$ cat src/rtl/hadamard_fft_sequencer.sv
// Radix-4 in-place DIF FFT sequencer: walks stages and groups, gathers four samples and
// twiddles per group, hands them to a shared butterfly core and writes its results back.
module hadamard_fft_sequencer #(
  parameter int formatWidth   = 9,
  parameter int logPoints     = 6,
  parameter int timeoutCycles = 64
) (
  input  logic                     clk,
  input  logic                     rst,
  input  logic                     fft_start,
  output logic                     fft_busy,
  output logic                     fft_done,
  output logic                     core_error,
  output logic                     mem_rd_en,
  output logic [logPoints-1:0]     mem_rd_addr,
  input  logic [formatWidth-1:0]   mem_rd_real,
  input  logic [formatWidth-1:0]   mem_rd_imag,
  output logic                     mem_wr_en,
  output logic [logPoints-1:0]     mem_wr_addr,
  output logic [formatWidth-1:0]   mem_wr_real,
  output logic [formatWidth-1:0]   mem_wr_imag,
  output logic                     tw_rd_en,
  output logic [logPoints-1:0]     tw_addr,
  input  logic [4*formatWidth-1:0] tw_real,
  input  logic [4*formatWidth-1:0] tw_imag,
  output logic                     core_start,
  output logic [4*formatWidth-1:0] core_in_real,
  output logic [4*formatWidth-1:0] core_in_imag,
  output logic [4*formatWidth-1:0] core_tw_real,
  output logic [4*formatWidth-1:0] core_tw_imag,
  input  logic [4*formatWidth-1:0] core_out_real,
  input  logic [4*formatWidth-1:0] core_out_imag,
  input  logic                     core_done
);
  localparam int FW = formatWidth;
  localparam int LP = logPoints;
  localparam int S  = LP / 2;
  localparam int GW = LP - 2;
  localparam int TW = $clog2(timeoutCycles + 1);

  typedef enum logic [2:0] {IDLE, RD, CAP, LAUNCH, WAIT, WR, DONE} state_t;
  state_t state, state_nx;

  logic [1:0]          s_cnt, k_cnt;
  logic [GW-1:0]       g_cnt;
  logic [TW-1:0]       wait_cnt;
  logic [3:0][FW-1:0]  in_re, in_im, twr_q, twi_q, res_re, res_im;

  logic last_k, last_g, last_s, timeout;
  assign last_k  = (k_cnt == 2'd3);
  assign last_g  = &g_cnt;
  assign last_s  = (s_cnt == 2'(S - 1));
  assign timeout = (wait_cnt == TW'(timeoutCycles - 1));

  // Element address: span = N >> 2(s+1); addr = blk*4*span + off + k*span, via shifts/masks
  logic [3:0]    sh;
  logic [LP-1:0] g_w, span_mask, addr_k;
  always_comb begin
    sh        = 4'(LP - 2) - {1'b0, s_cnt, 1'b0};
    g_w       = LP'(g_cnt);
    span_mask = (LP'(1) << sh) - LP'(1);
    addr_k    = ((g_w >> sh) << (sh + 4'd2)) | (g_w & span_mask) | (LP'(k_cnt) << sh);
  end

  always_ff @(posedge clk or posedge rst) begin
    if (rst) state <= IDLE;
    else     state <= state_nx;
  end

  always_comb begin
    state_nx = state;
    case (state)
      IDLE:    if (fft_start) state_nx = RD;
      RD:      if (last_k) state_nx = CAP;
      CAP:     state_nx = LAUNCH;
      LAUNCH:  state_nx = WAIT;
      WAIT:    if (core_done) state_nx = WR;
               else if (timeout) state_nx = IDLE;
      WR:      if (last_k) state_nx = (last_s && last_g) ? DONE : RD;
      DONE:    state_nx = IDLE;
      default: state_nx = IDLE;
    endcase
  end

  always_ff @(posedge clk or posedge rst) begin
    if (rst) begin
      s_cnt      <= '0;
      g_cnt      <= '0;
      k_cnt      <= '0;
      wait_cnt   <= '0;
      core_error <= 1'b0;
      in_re      <= '0;
      in_im      <= '0;
      twr_q      <= '0;
      twi_q      <= '0;
      res_re     <= '0;
      res_im     <= '0;
    end else begin
      case (state)
        IDLE: if (fft_start) begin
          s_cnt      <= '0;
          g_cnt      <= '0;
          k_cnt      <= '0;
          core_error <= 1'b0;
        end
        RD: begin
          k_cnt <= k_cnt + 2'd1;
          // RAM data lags the strobe by one cycle, so this cycle holds element k-1
          if (k_cnt != 2'd0) begin
            in_re[k_cnt - 2'd1] <= mem_rd_real;
            in_im[k_cnt - 2'd1] <= mem_rd_imag;
          end
          if (k_cnt == 2'd1) begin
            twr_q <= tw_real;
            twi_q <= tw_imag;
          end
        end
        CAP: begin
          in_re[3] <= mem_rd_real;
          in_im[3] <= mem_rd_imag;
        end
        LAUNCH: wait_cnt <= '0;
        WAIT: begin
          if (core_done) begin
            res_re <= core_out_real;
            res_im <= core_out_imag;
          end else if (timeout) begin
            core_error <= 1'b1;
          end else begin
            wait_cnt <= wait_cnt + TW'(1);
          end
        end
        WR: begin
          k_cnt <= k_cnt + 2'd1;
          if (last_k) begin
            if (last_g) begin
              g_cnt <= '0;
              s_cnt <= s_cnt + 2'd1;
            end else begin
              g_cnt <= g_cnt + GW'(1);
            end
          end
        end
        default: ;
      endcase
    end
  end

  assign fft_busy     = (state == RD) || (state == CAP) || (state == LAUNCH) ||
                        (state == WAIT) || (state == WR);
  assign fft_done     = (state == DONE);
  assign mem_rd_en    = (state == RD);
  assign mem_rd_addr  = addr_k;
  assign tw_rd_en     = (state == RD) && (k_cnt == 2'd0);
  assign tw_addr      = {s_cnt, g_cnt};
  assign mem_wr_en    = (state == WR);
  assign mem_wr_addr  = addr_k;
  assign mem_wr_real  = res_re[k_cnt];
  assign mem_wr_imag  = res_im[k_cnt];
  assign core_start   = (state == LAUNCH);
  assign core_in_real = in_re;
  assign core_in_imag = in_im;
  assign core_tw_real = twr_q;
  assign core_tw_imag = twi_q;
endmodule

$ cat config.mk
export PLATFORM = sky130hd
export DESIGN_NAME = hadamard_fft_sequencer
export DESIGN_NICKNAME = d
export VERILOG_FILES = /design/src/rtl/hadamard_fft_sequencer.sv
export SDC_FILE = /design/constraint.sdc
export NUM_CORES = 1
export LEC_CHECK = 0
export ABC_CLOCK_PERIOD_IN_PS = 7540
export BUFFER_PORTS_ARGS = -buffer_cell sky130_fd_sc_hd__buf_4
export CAP_MARGIN = 0
export CORE_ASPECT_RATIO = 1.2
export CORE_MARGIN = 5
export CORE_UTILIZATION = 45
export DETAILED_ROUTE_END_ITERATION = 16
export HOLD_SLACK_MARGIN = 0.03
export PLACE_DENSITY = 0.8
export SLEW_MARGIN = 20
export SYNTH_ARGS = -nofsm -noshare
export SYNTH_HDL_FRONTEND = slang
export SYNTH_SLANG_ARGS = --single-unit
$ cat constraint.sdc
create_clock -name clk -period 7.54 [get_ports clk]
set_input_delay 0.754 -clock clk [delete_from_list [all_inputs] [get_ports clk]]
set_output_delay 0.754 -clock clk [all_outputs]
set_load 0.005 [all_outputs]
### Yosys cells after proc, flatten, opt, wreduce, memory -nomap -nowiden

Cells that the tools add are included.

| operators by class | value |
|---|---|
| add/sub/neg operators | 8 |
| magnitude comparators | 3 |
| equality and inequality tests | 19 |
| shifts and indexed selects | 4 |
| multiplexer cells | 35 |
| bitwise logic cells | 3 |
| reductions and logical operators | 27 |

Operator list:

| cell | count |
|---|---|
| bitwise mux 36 bit | 2 |
| two-way mux 36 bit | 2 |
| binary-select mux 9 bit (select 2 bit) | 2 |
| case mux 9 bit (2 select lines) | 2 |
| two-way mux 9 bit | 3 |
| demux 9 bit (select 2 bit) | 1 |
| two-way mux 3 bit | 6 |
| case mux 3 bit (6 select lines) | 1 |
| AND reduction 4 bit | 4 |
| two-way mux 7 bit | 2 |
| case mux 7 bit (2 select lines) | 1 |
| two-way mux 4 bit | 3 |
| bitwise OR 6 bit | 2 |
| nonzero test 2 bit | 6 |
| AND reduction 2 bit | 5 |
| equality test 3 bit (second input constant) | 3 |
| inequality test 2 x 1 -> 1 bit (second input constant) | 4 |
| inequality test 2 bit (second input constant) | 4 |
| case mux 2 bit (2 select lines) | 2 |
| case mux 4 bit (2 select lines) | 1 |
| adder 7 x 1 -> 7 bit (second input constant) | 1 |
| equality test 7 x 6 -> 1 bit (second input constant) | 1 |
| bitwise AND 4 x 6 -> 6 bit | 1 |
| equality test 3 x 2 -> 1 bit (second input constant) | 2 |
| 25 further kinds | 38 |

| storage, ports and cells | value |
|---|---|
| flip-flop bits (word level) | 235 |
| input port bits | 166 |
| output and inout bits | 187 |
| word-level logic and storage cells | 129 |

### Longest topological paths before layout

Gate-level depths: netlist of run 1.

| logic depth | value |
|---|---|
| depth in word-level cells | 8 |
| gate-level depth with buffers | 9 |
| depth with buffers taken out | 5 |

### Worst setup path before layout of run 1

Ideal clock, no wire load.

| path | value |
|---|---|
| path kind | flip-flop to output port |
| start point | register s_cnt[0] |
| end point | output port mem_wr_addr[4] |
| data arrival time | 1.960 ns |
| required time | 6.786 ns |
| path slack | 4.826 ns |
| stages on the path, launching flop included | 9 |
| buffers on the path | 3 |
| cell sequence | dfrtp_1 > clkbuf_1 > inv_1 > ha_1 > clkbuf_1 > nor2b_1 > a22oi_1 > o21ai_0 > buf_4 |

| on the way | value |
|---|---|
| cells in the longest elaborated chain, start to end | 6 |
| elaborated cells between the ends (all ways) | 10 |
| those cells by class | 3 x add/sub; 4 x shift; 3 x bitwise |

RTL lines:

| element | RTL line | RTL |
|---|---|---|
| start, declared | 44 | `logic [1:0] s_cnt, k_cnt;` |
| start signal, assigned | 138 | `s_cnt <= s_cnt + 2'd1;` |
| subtractor 3 x 3 -> 4 bit (*) | 59 | `sh = 4'(LP - 2) - {1'b0, s_cnt, 1'b0};` |
| branches (longest 4 deep; another with adder 4 x 2 -> 4 bit) | - |  |
| bitwise OR 6 bit (*) | 62 | `addr_k = ((g_w >> sh) << (sh + 4'd2)) \| (g_w & span_mask) \| (LP'(k_cnt) << sh);` |
| end, declared | 19 | `output logic [logPoints-1:0] mem_wr_addr,` |

Every way passes the cells marked *.

### Final worst setup path of run 1

| path | value |
|---|---|
| start point | register k_cnt[0] |
| end point | register in_re, in the netlist core_in_real[8] |

| on the way | value |
|---|---|
| cells in the longest elaborated chain, start to end | 6 |
| elaborated cells between the ends (all ways) | 9 |
| those cells by class | 1 x add/sub; 2 x order compare; 3 x mux; 3 x reduce/logical |

RTL lines:

| element | RTL line | RTL |
|---|---|---|
| start, declared | 44 |  |
| start signal, assigned | 107 | `k_cnt <= k_cnt + 2'd1;` |
| start signal, assigned | 134 | `k_cnt <= k_cnt + 2'd1;` |
| subtractor 2 x 1 -> 2 bit | 110 | `in_re[k_cnt - 2'd1] <= mem_rd_real;` |
| < comparator 2 x 3 -> 1 bit (implied by the code) / >= comparator 2 x 1 -> 1 bit (equally long branches) | 110 |  |
| logical AND 1 bit (implied by the code) | 110 |  |
| two-way mux 9 bit (implied by the code) | 110 |  |
| demux 9 bit (select 2 bit) | 110 |  |
| bitwise mux 36 bit | 110 |  |
| end signal, assigned by index | 110 |  |
| end, declared | 47 | `logic [3:0][FW-1:0] in_re, in_im, twr_q, twi_q, res_re, res_im;` |

Parallel ways exist; a longest one is shown, timed or not.
A chain may end at the register's enable or synchronous reset.

==> results of run 1 <==
==> where the power goes <==
part | internal, µW | switching (µW) | total (µW)
Combinational | 1370 | 800 | 2170
Sequential | 1870 | 372 | 2250
Clock | 685 | 475 | 1160
Total | 3930 | 1650 | 5570
==> sequential cells by signal, indices dropped and copies added, names as in the netlist, 3 cells and up <==
name          flops
core_in_imag     36
core_in_real     36
core_tw_imag     36
core_tw_real     36
g_cnt             4
res_im           36
res_re           36
state             3
wait_cnt          7
==> cell families (layout without fill, tap and decap cells) <==
family | count (synthesis) | count (layout) | share of synthesized area
flip-flops | 235 | 235 | 0.600
AND/OR/NAND/NOR | 62 | 62 | 0.0351
AO/OA/AOI/OAI | 47 | 47 | 0.0305
adder cells (fa/ha/maj) | 11 | 11 | 0.0140
buffers and inverters | 52 | 406 | 0.0285
multiplexers | 236 | 236 | 0.292
==> cells in the final DEF (no fill, tap or decap), types with 3 or more instances in the layout <==
master / netlist / final
mux4_2: 18 / 18
nand3_1: 10 / 10
a21oi_1: 10 / 10
clkbuf_1: 8 / 6
clkbuf_8: 0 / 5
o21ai_0: 13 / 13
o31ai_1: 5 / 5
mux2_1: 107 / 107
dfrtp_1: 235 / 234
buf_4: 13 / 355
nand2_1: 17 / 17
a31oi_1: 3 / 3
nor2_1: 7 / 7
mux2_2: 109 / 109
nor3_1: 6 / 6
nand2b_1: 3 / 3
clkbuf_16: 0 / 25
ha_1: 11 / 11
inv_1: 10 / 9
==> final cells by class <==
class                   instances  share of cell area
inverters                      11             0.00365
well taps                     274              0.0257
clock buffers                  36              0.0537
repair buffers                356               0.200
multi-input cells             356               0.273
flip-flops and latches        235               0.440
clock inverters                 3             0.00337
==> metal layers <==
| layer | vias to the layer above | global-route usage |
|---|---|---|
| met5 | - | 0 |
| met4 | 0 | 0.0738 |
| met3 | 53 | 0.0489 |
| met2 | 238 | 0.337 |
| met1 | 3281 | 0.233 |
| li1 | 2990 | - |
==> worst paths after layout <==
check | start | to | slack [ns]
worst max-delay path | k_cnt[0]$_DFFE_PP0P_ | core_in_real[8]$_DFFE_PP0P_ | 4.24
worst min-delay path | rst | core_tw_real[3]$_DFFE_PP0P_ | 0.29
worst max register to register | k_cnt[0]$_DFFE_PP0P_ | core_in_real[8]$_DFFE_PP0P_ | 4.24
worst min register to register | res_re[31]$_DFFE_PP0P_ | res_re[31]$_DFFE_PP0P_ | 0.48
max in group asynchronous | rst | k_cnt[0]$_DFFE_PP0P_ | 5.89
min in group clk | core_out_imag[8] | res_im[8]$_DFFE_PP0P_ | 0.46
==> through the flow <==
| step | worst slack, ns | hold WS, ns |
|---|---|---|
| floorplan | 0.340 | 0.452 |
| global placement | 4.14 | 0.462 |
| detailed placement | 4.12 | 0.469 |
| CTS | 4.09 | 0.310 |
| global route | 3.90 | 0.332 |
| finish | 4.24 | 0.290 |
==> impl_results.md, run 1 <==
* Area contributors post-synth: dfrtp_1 60%, mux2_2 13%, mux2_1 12%, mux4_2 4.1%, ha_1 1.4%
* Max VDD drop at 0.277 mV
* Sequential-to-total area share from yosys stat at 0.600
* Total CTS buffers at 25
* Critical Path RT at 7.93 ns
* Global-route wire length before repair at 38,200 µm
* Post-synth ARST share at 1.00
* Power after layout at 5570 µW
* DRC at 0
* Critical-path top delay cell: dfrtp_2
* Fin util at 0.620
* # resized after CTS at 0
* Slew Limit Fails at 0
* Fmax at 0.303 GHz
* Worst slew pin tran at 1.03 ns
* Routability Congestion at 0.789
* Die height at 172 µm
* Cell taking the most area after synthesis: dfrtp_1
* Setup violators final at 0
* Final nets at 1,162
* TNS Setup at 0 ns
* Crit path kind: reg2reg
* Largest net degree at the start of global routing at 83
* Crit. End Element: flip-flop
* Slowest cell delay on critical path at 0.89 ns
* Number of global-route vias before repair at 7,201
* Worst skew pair latency at 0.51 ns
* Boundary Pins at 353
* Mapped Area at 0.00980 mm²
* CP bufs+invs at 1
* Core footprint at 0.0216 mm²
* EDFF count, synth at 0
* Worst hold-check path type: in2async
* Final hold vios at 0
* Register area at 0.00588 mm²
* Buffer count from post-CTS setup fixing at 0
* Max cap viols at 0
* Hold_buf cts at 0
* Unrepaired setup endpoints after global routing: no
* Main synth FF type: dfrtp_1
* Layout cells sized above 1 at 0.529
* Top-area cell type share of the netlist area at 0.600
* TritonCTS clock tree: done
* CP max FO at 73
* Cell with the most instances after synthesis: dfrtp_1
* Top routing layer in use: met4
* Critical-path cell list: ha_1 -> nor3b_2 -> buf_4 -> and2b_1 -> mux2_1
* Arrival time worst endpoint at 3.69 ns
* Top delay family on crit path: simple AND/OR/NAND/NOR gates
* WP depth at 5
* Cells after Synth at 643
* Vias per cell at 5.16
* CTS H-tree depth at 1
* Top cells by count, synth: 235 x dfrtp_1, 109 x mux2_2, 107 x mux2_1
* TritonCTS Sinks at 235
* Filler cell count at 1,678
* Clk root buf: clkbuf_16
* ANT cells at 0
* Die area at 0.0248 mm²
* WL met1 at 9290 µm
* Post-route minimum period at 3.30 ns
* Row count at 59
* Gr usage total at 0.195
* Status: completed
* Placed Area at 0.0126 mm²
* PortBufs at 352
* Worst Setup Start Kind: flip-flop
* Clock Skew at 0.0102 ns
* Placed cell count at 1,232
* Synthesis Warnings at 0
* Area occupied by multi-input gates at 0.00365 mm²
* Synth unique cells at 45
* Total number of vias at 6,562
* Clock slew at reported path FFs at 0.06 ns
* Die W at 145 µm
* WL final at 24,900 µm
* DRT Pass-1 Iters at 4
* Fin crit share at 0.438
* Yosys reg bits at 235
* Routed wl met2 at 12,700 µm
* Starting Density at 0.455
* Pwr dens at 417 mW/mm²
* Routed wl met3 at 1980 µm
* CTS max path bufs at 3
* HPWL Detailed at 18,300 µm
* Grt ovf at 0
* Area grow syn2layout at 36.3%
* Post-route ant nets at 0
* Fin area at 0.0134 mm²
* Synth Net Count at 820
* Syn avg cell area at 15.2 µm²
* Worst Reg2Reg Path Length in Cells at 5
* Leakage at 0.00621 µW
* Relative slew margins at 0.316
* Initial antenna violation count at 0
* Iter 0 DRT Violations at 227
* WL per Instance at 19.6 µm
* Fin cells at 1,271
Power figures use the tool's default switching activity.
==> run 2: changes to the inputs <==
--- a/config.mk
+++ b/config.mk
@@ -5,15 +5,15 @@
 export SDC_FILE = /design/constraint.sdc
 export NUM_CORES = 1
 export LEC_CHECK = 0
-export ABC_CLOCK_PERIOD_IN_PS = 7540
+export ABC_CLOCK_PERIOD_IN_PS = 3070
 export BUFFER_PORTS_ARGS = -buffer_cell sky130_fd_sc_hd__buf_4
 export CAP_MARGIN = 0
 export CORE_ASPECT_RATIO = 1.2
 export CORE_MARGIN = 5
-export CORE_UTILIZATION = 45
+export CORE_UTILIZATION = 50
 export DETAILED_ROUTE_END_ITERATION = 16
 export HOLD_SLACK_MARGIN = 0.03
-export PLACE_DENSITY = 0.8
+export PLACE_DENSITY = 0.84
 export SLEW_MARGIN = 20
 export SYNTH_ARGS = -nofsm -noshare
 export SYNTH_HDL_FRONTEND = slang
==> constraint.sdc (replaced) <==
create_clock -name clk -period 3.07 [get_ports clk]
set_input_delay 0.307 -clock clk [delete_from_list [all_inputs] [get_ports clk]]
set_output_delay 0.307 -clock clk [all_outputs]
set_load 0.005 [all_outputs]
==> impl_results.md, run 2 (synthesis gave the netlist of run 1 again) <==
* Clock slew at reported path FFs at 0.06 ns (about the same)
* Buffer count from post-CTS setup fixing at 0 (unchanged)
* Core footprint at 0.0194 mm² (was 0.0216 mm²)
* CP max FO at 12 (was 73)
* Worst skew pair latency at 0.52 ns (was 0.51 ns)
* Vias per cell at 5.35 (was 5.16)
* Commonest cells after routing, fill and taps aside: 365 x buf_4, 235 x dfrtp_1, 144 x dlygate4sd3_1 (was 355 x buf_4, 234 x dfrtp_1, 109 x mux2_2)
* Cell count of the worst hold path at 2
* Row count at 56 (was 59)
* Register area at 0.00588 mm² (about the same)
* Pwr dens at 975 mW/mm² (was 417 mW/mm²)
* Gr usage total at 0.284 (was 0.195)
* Worst hold-check path type: in2reg (was in2async)
* Arrival time worst endpoint at 2.57 ns (was 3.69 ns)
* Sequential power share at 0.388 (was 0.403)
* CTS H-tree depth at 1 (unchanged)
* WL final at 33,900 µm (was 24,900 µm)
* Die W at 138 µm (was 145 µm)
* Leakage at 0.00692 µW (was 0.00621 µW)
* Initial antenna violation count at 3 (was 0)
* Global-route wire length before repair at 49,100 µm (was 38,200 µm)
* Grt ovf at 0 (unchanged)
* Clock Skew at 0.0155 ns (was 0.0102 ns)
* Unrepaired setup endpoints after global routing: no (unchanged)
* Filler cell count at 1,059 (was 1,678)
* Routability Congestion at 0.851 (was 0.789)
* Max VDD drop at 0.773 mV (was 0.277 mV)
* HPWL Detailed at 18,900 µm (was 18,300 µm)
* Max cap viols at 0 (unchanged)
* Int Pwr at 9910 µW (was 3930 µW)
* Largest net degree at the start of global routing at 73 (was 83)
* Placed Area at 0.0128 mm² (was 0.0126 mm²)
* Hold_buf cts at 140 (was 0)
* Crit. End Element: output port (was flip-flop)
* Worst slew pin tran at 0.996 ns (was 1.03 ns)
* CTS max path bufs at 3 (unchanged)
* Worst Setup Start Kind: flip-flop (unchanged)
* TritonCTS Sinks at 235 (unchanged)
* Area grow syn2layout at 53.1% (was 36.3%)
* Critical Path RT at 2.76 ns (was 7.93 ns)
* Commonest non-fill, non-tap cell in the layout: buf_4 (unchanged)
* Area occupied by multi-input gates at 0.00364 mm² (was 0.00365 mm²)
* Total number of vias at 7,625 (was 6,562)
* Boundary Pins at 353 (unchanged)
* Worst hold margin at 0.0377 ns (was 0.290 ns)
* WL per Instance at 23.8 µm (was 19.6 µm)
* NetSw at 4720 µW (was 1650 µW)
* DRC at 0 (unchanged)
* Layout cells sized above 1 at 0.468 (was 0.529)
* Slew Limit Fails at 0 (unchanged)
* Starting Density at 0.505 (was 0.455)
* Fin util at 0.773 (was 0.620)
* Crit path kind: reg2out (was reg2reg)
* Die height at 163 µm (was 172 µm)
* Worst Reg2Reg Path Length in Cells at 4 (was 5)
* Post-route minimum period at 2.87 ns
* Setup violators final at 0 (unchanged)
* # resized after CTS at 0 (unchanged)
* Iter 0 DRT Violations at 389 (was 227)
* Relative slew margins at 0.335 (was 0.316)
* Switching part of the total at 0.323 (was 0.296)
* Number of global-route vias before repair at 8,549 (was 7,201)
* Fmax at 0.348 GHz
* TritonCTS clock tree: done (unchanged)
* Clk root buf: clkbuf_16 (unchanged)
* Worst setup margin at 0.196 ns (was 4.24 ns)
* DP Worst Slack at 0.740 ns (was 4.12 ns)
* Clock power frac at 0.205 (was 0.208)
* Post-route ant nets at 0 (unchanged)
* Final nets at 1,321 (was 1,162)
* PortBufs at 352 (unchanged)
* Final hold vios at 0 (unchanged)
* Combinational share of power at 0.407 (was 0.389)
* Die area at 0.0225 mm² (was 0.0248 mm²)
* DRT Pass-1 Iters at 5 (was 4)
* Fin area at 0.0150 mm² (was 0.0134 mm²)
* Total CTS buffers at 25 (unchanged)
* Status: completed (unchanged)
* Fin crit share at 0.936
==> run 2: final timing paths <==
check                                       start                      endpoint  slack [ns]
min reg2reg                res_im[34]$_DFFE_PP0P_        res_im[34]$_DFFE_PP0P_        0.48
min in group asynchronous                     rst  core_tw_imag[22]$_DFFE_PP0P_        0.61
min                             core_out_real[27]        res_re[27]$_DFFE_PP0P_        0.04
max                          s_cnt[0]$_DFFE_PP0P_                mem_wr_addr[4]        0.20
max in group asynchronous                     rst        res_im[27]$_DFFE_PP0P_        1.67
max reg2reg                  state[2]$_DFFE_PP0P_         res_im[0]$_DFFE_PP0P_        0.66
==> run 2: critical path, stage by stage (launching register included) <==
cell	delay (ns)
dfrtp_1	0.56
inv_1	0.16
ha_1	0.48
nor2b_1	0.23
a22oi_1	0.11
o21ai_0	0.34
buf_4	0.18
==> run 2: power by group through the flow <==
| stage | registers [µW] | clock network [µW] | logic, µW |
|---|---|---|---|
| 2_1_floorplan | 5370 | 0 | 2690 |
| 5_1_grt | 5810 | 3180 | 6360 |
| 4_1_cts | 5460 | 2990 | 5760 |
| 3_5_place_dp | 5480 | 0 | 5570 |
| 6_report | 5670 | 3000 | 5960 |
| 3_3_place_gp | 5400 | 0 | 5410 |
==> run 2: metrics by stage <==
step / setup TNS, ns / total power [µW] / std cells
2_1_floorplan: -74.00 / 8060 / 643
3_3_place_gp: 0 / 10800 / 1234
3_5_place_dp: 0 / 11000 / 1234
4_1_cts: 0 / 14200 / 1417
5_1_grt: 0 / 15300 / 1424
6_report: 0 / 14600 / 1424
==> run 2: layout make-up <==
class | count | share of cell area
multi-input combinational | 356 | 0.243
clock buffer | 37 | 0.0474
tap | 261 | 0.0218
timing repair buffer | 515 | 0.287
clock inverter | 6 | 0.00567
antenna | 3 | 0.000500
sequential | 235 | 0.392
inverter | 11 | 0.00300
==> run 2: layer usage <==
layer  GRT usage  up-vias  share of wire
li1            -     3326              -
met1       0.328     3806           0.35
met2       0.502      392           0.52
met3      0.0749      101          0.083
met4       0.111        0          0.050
met5           0        -              0
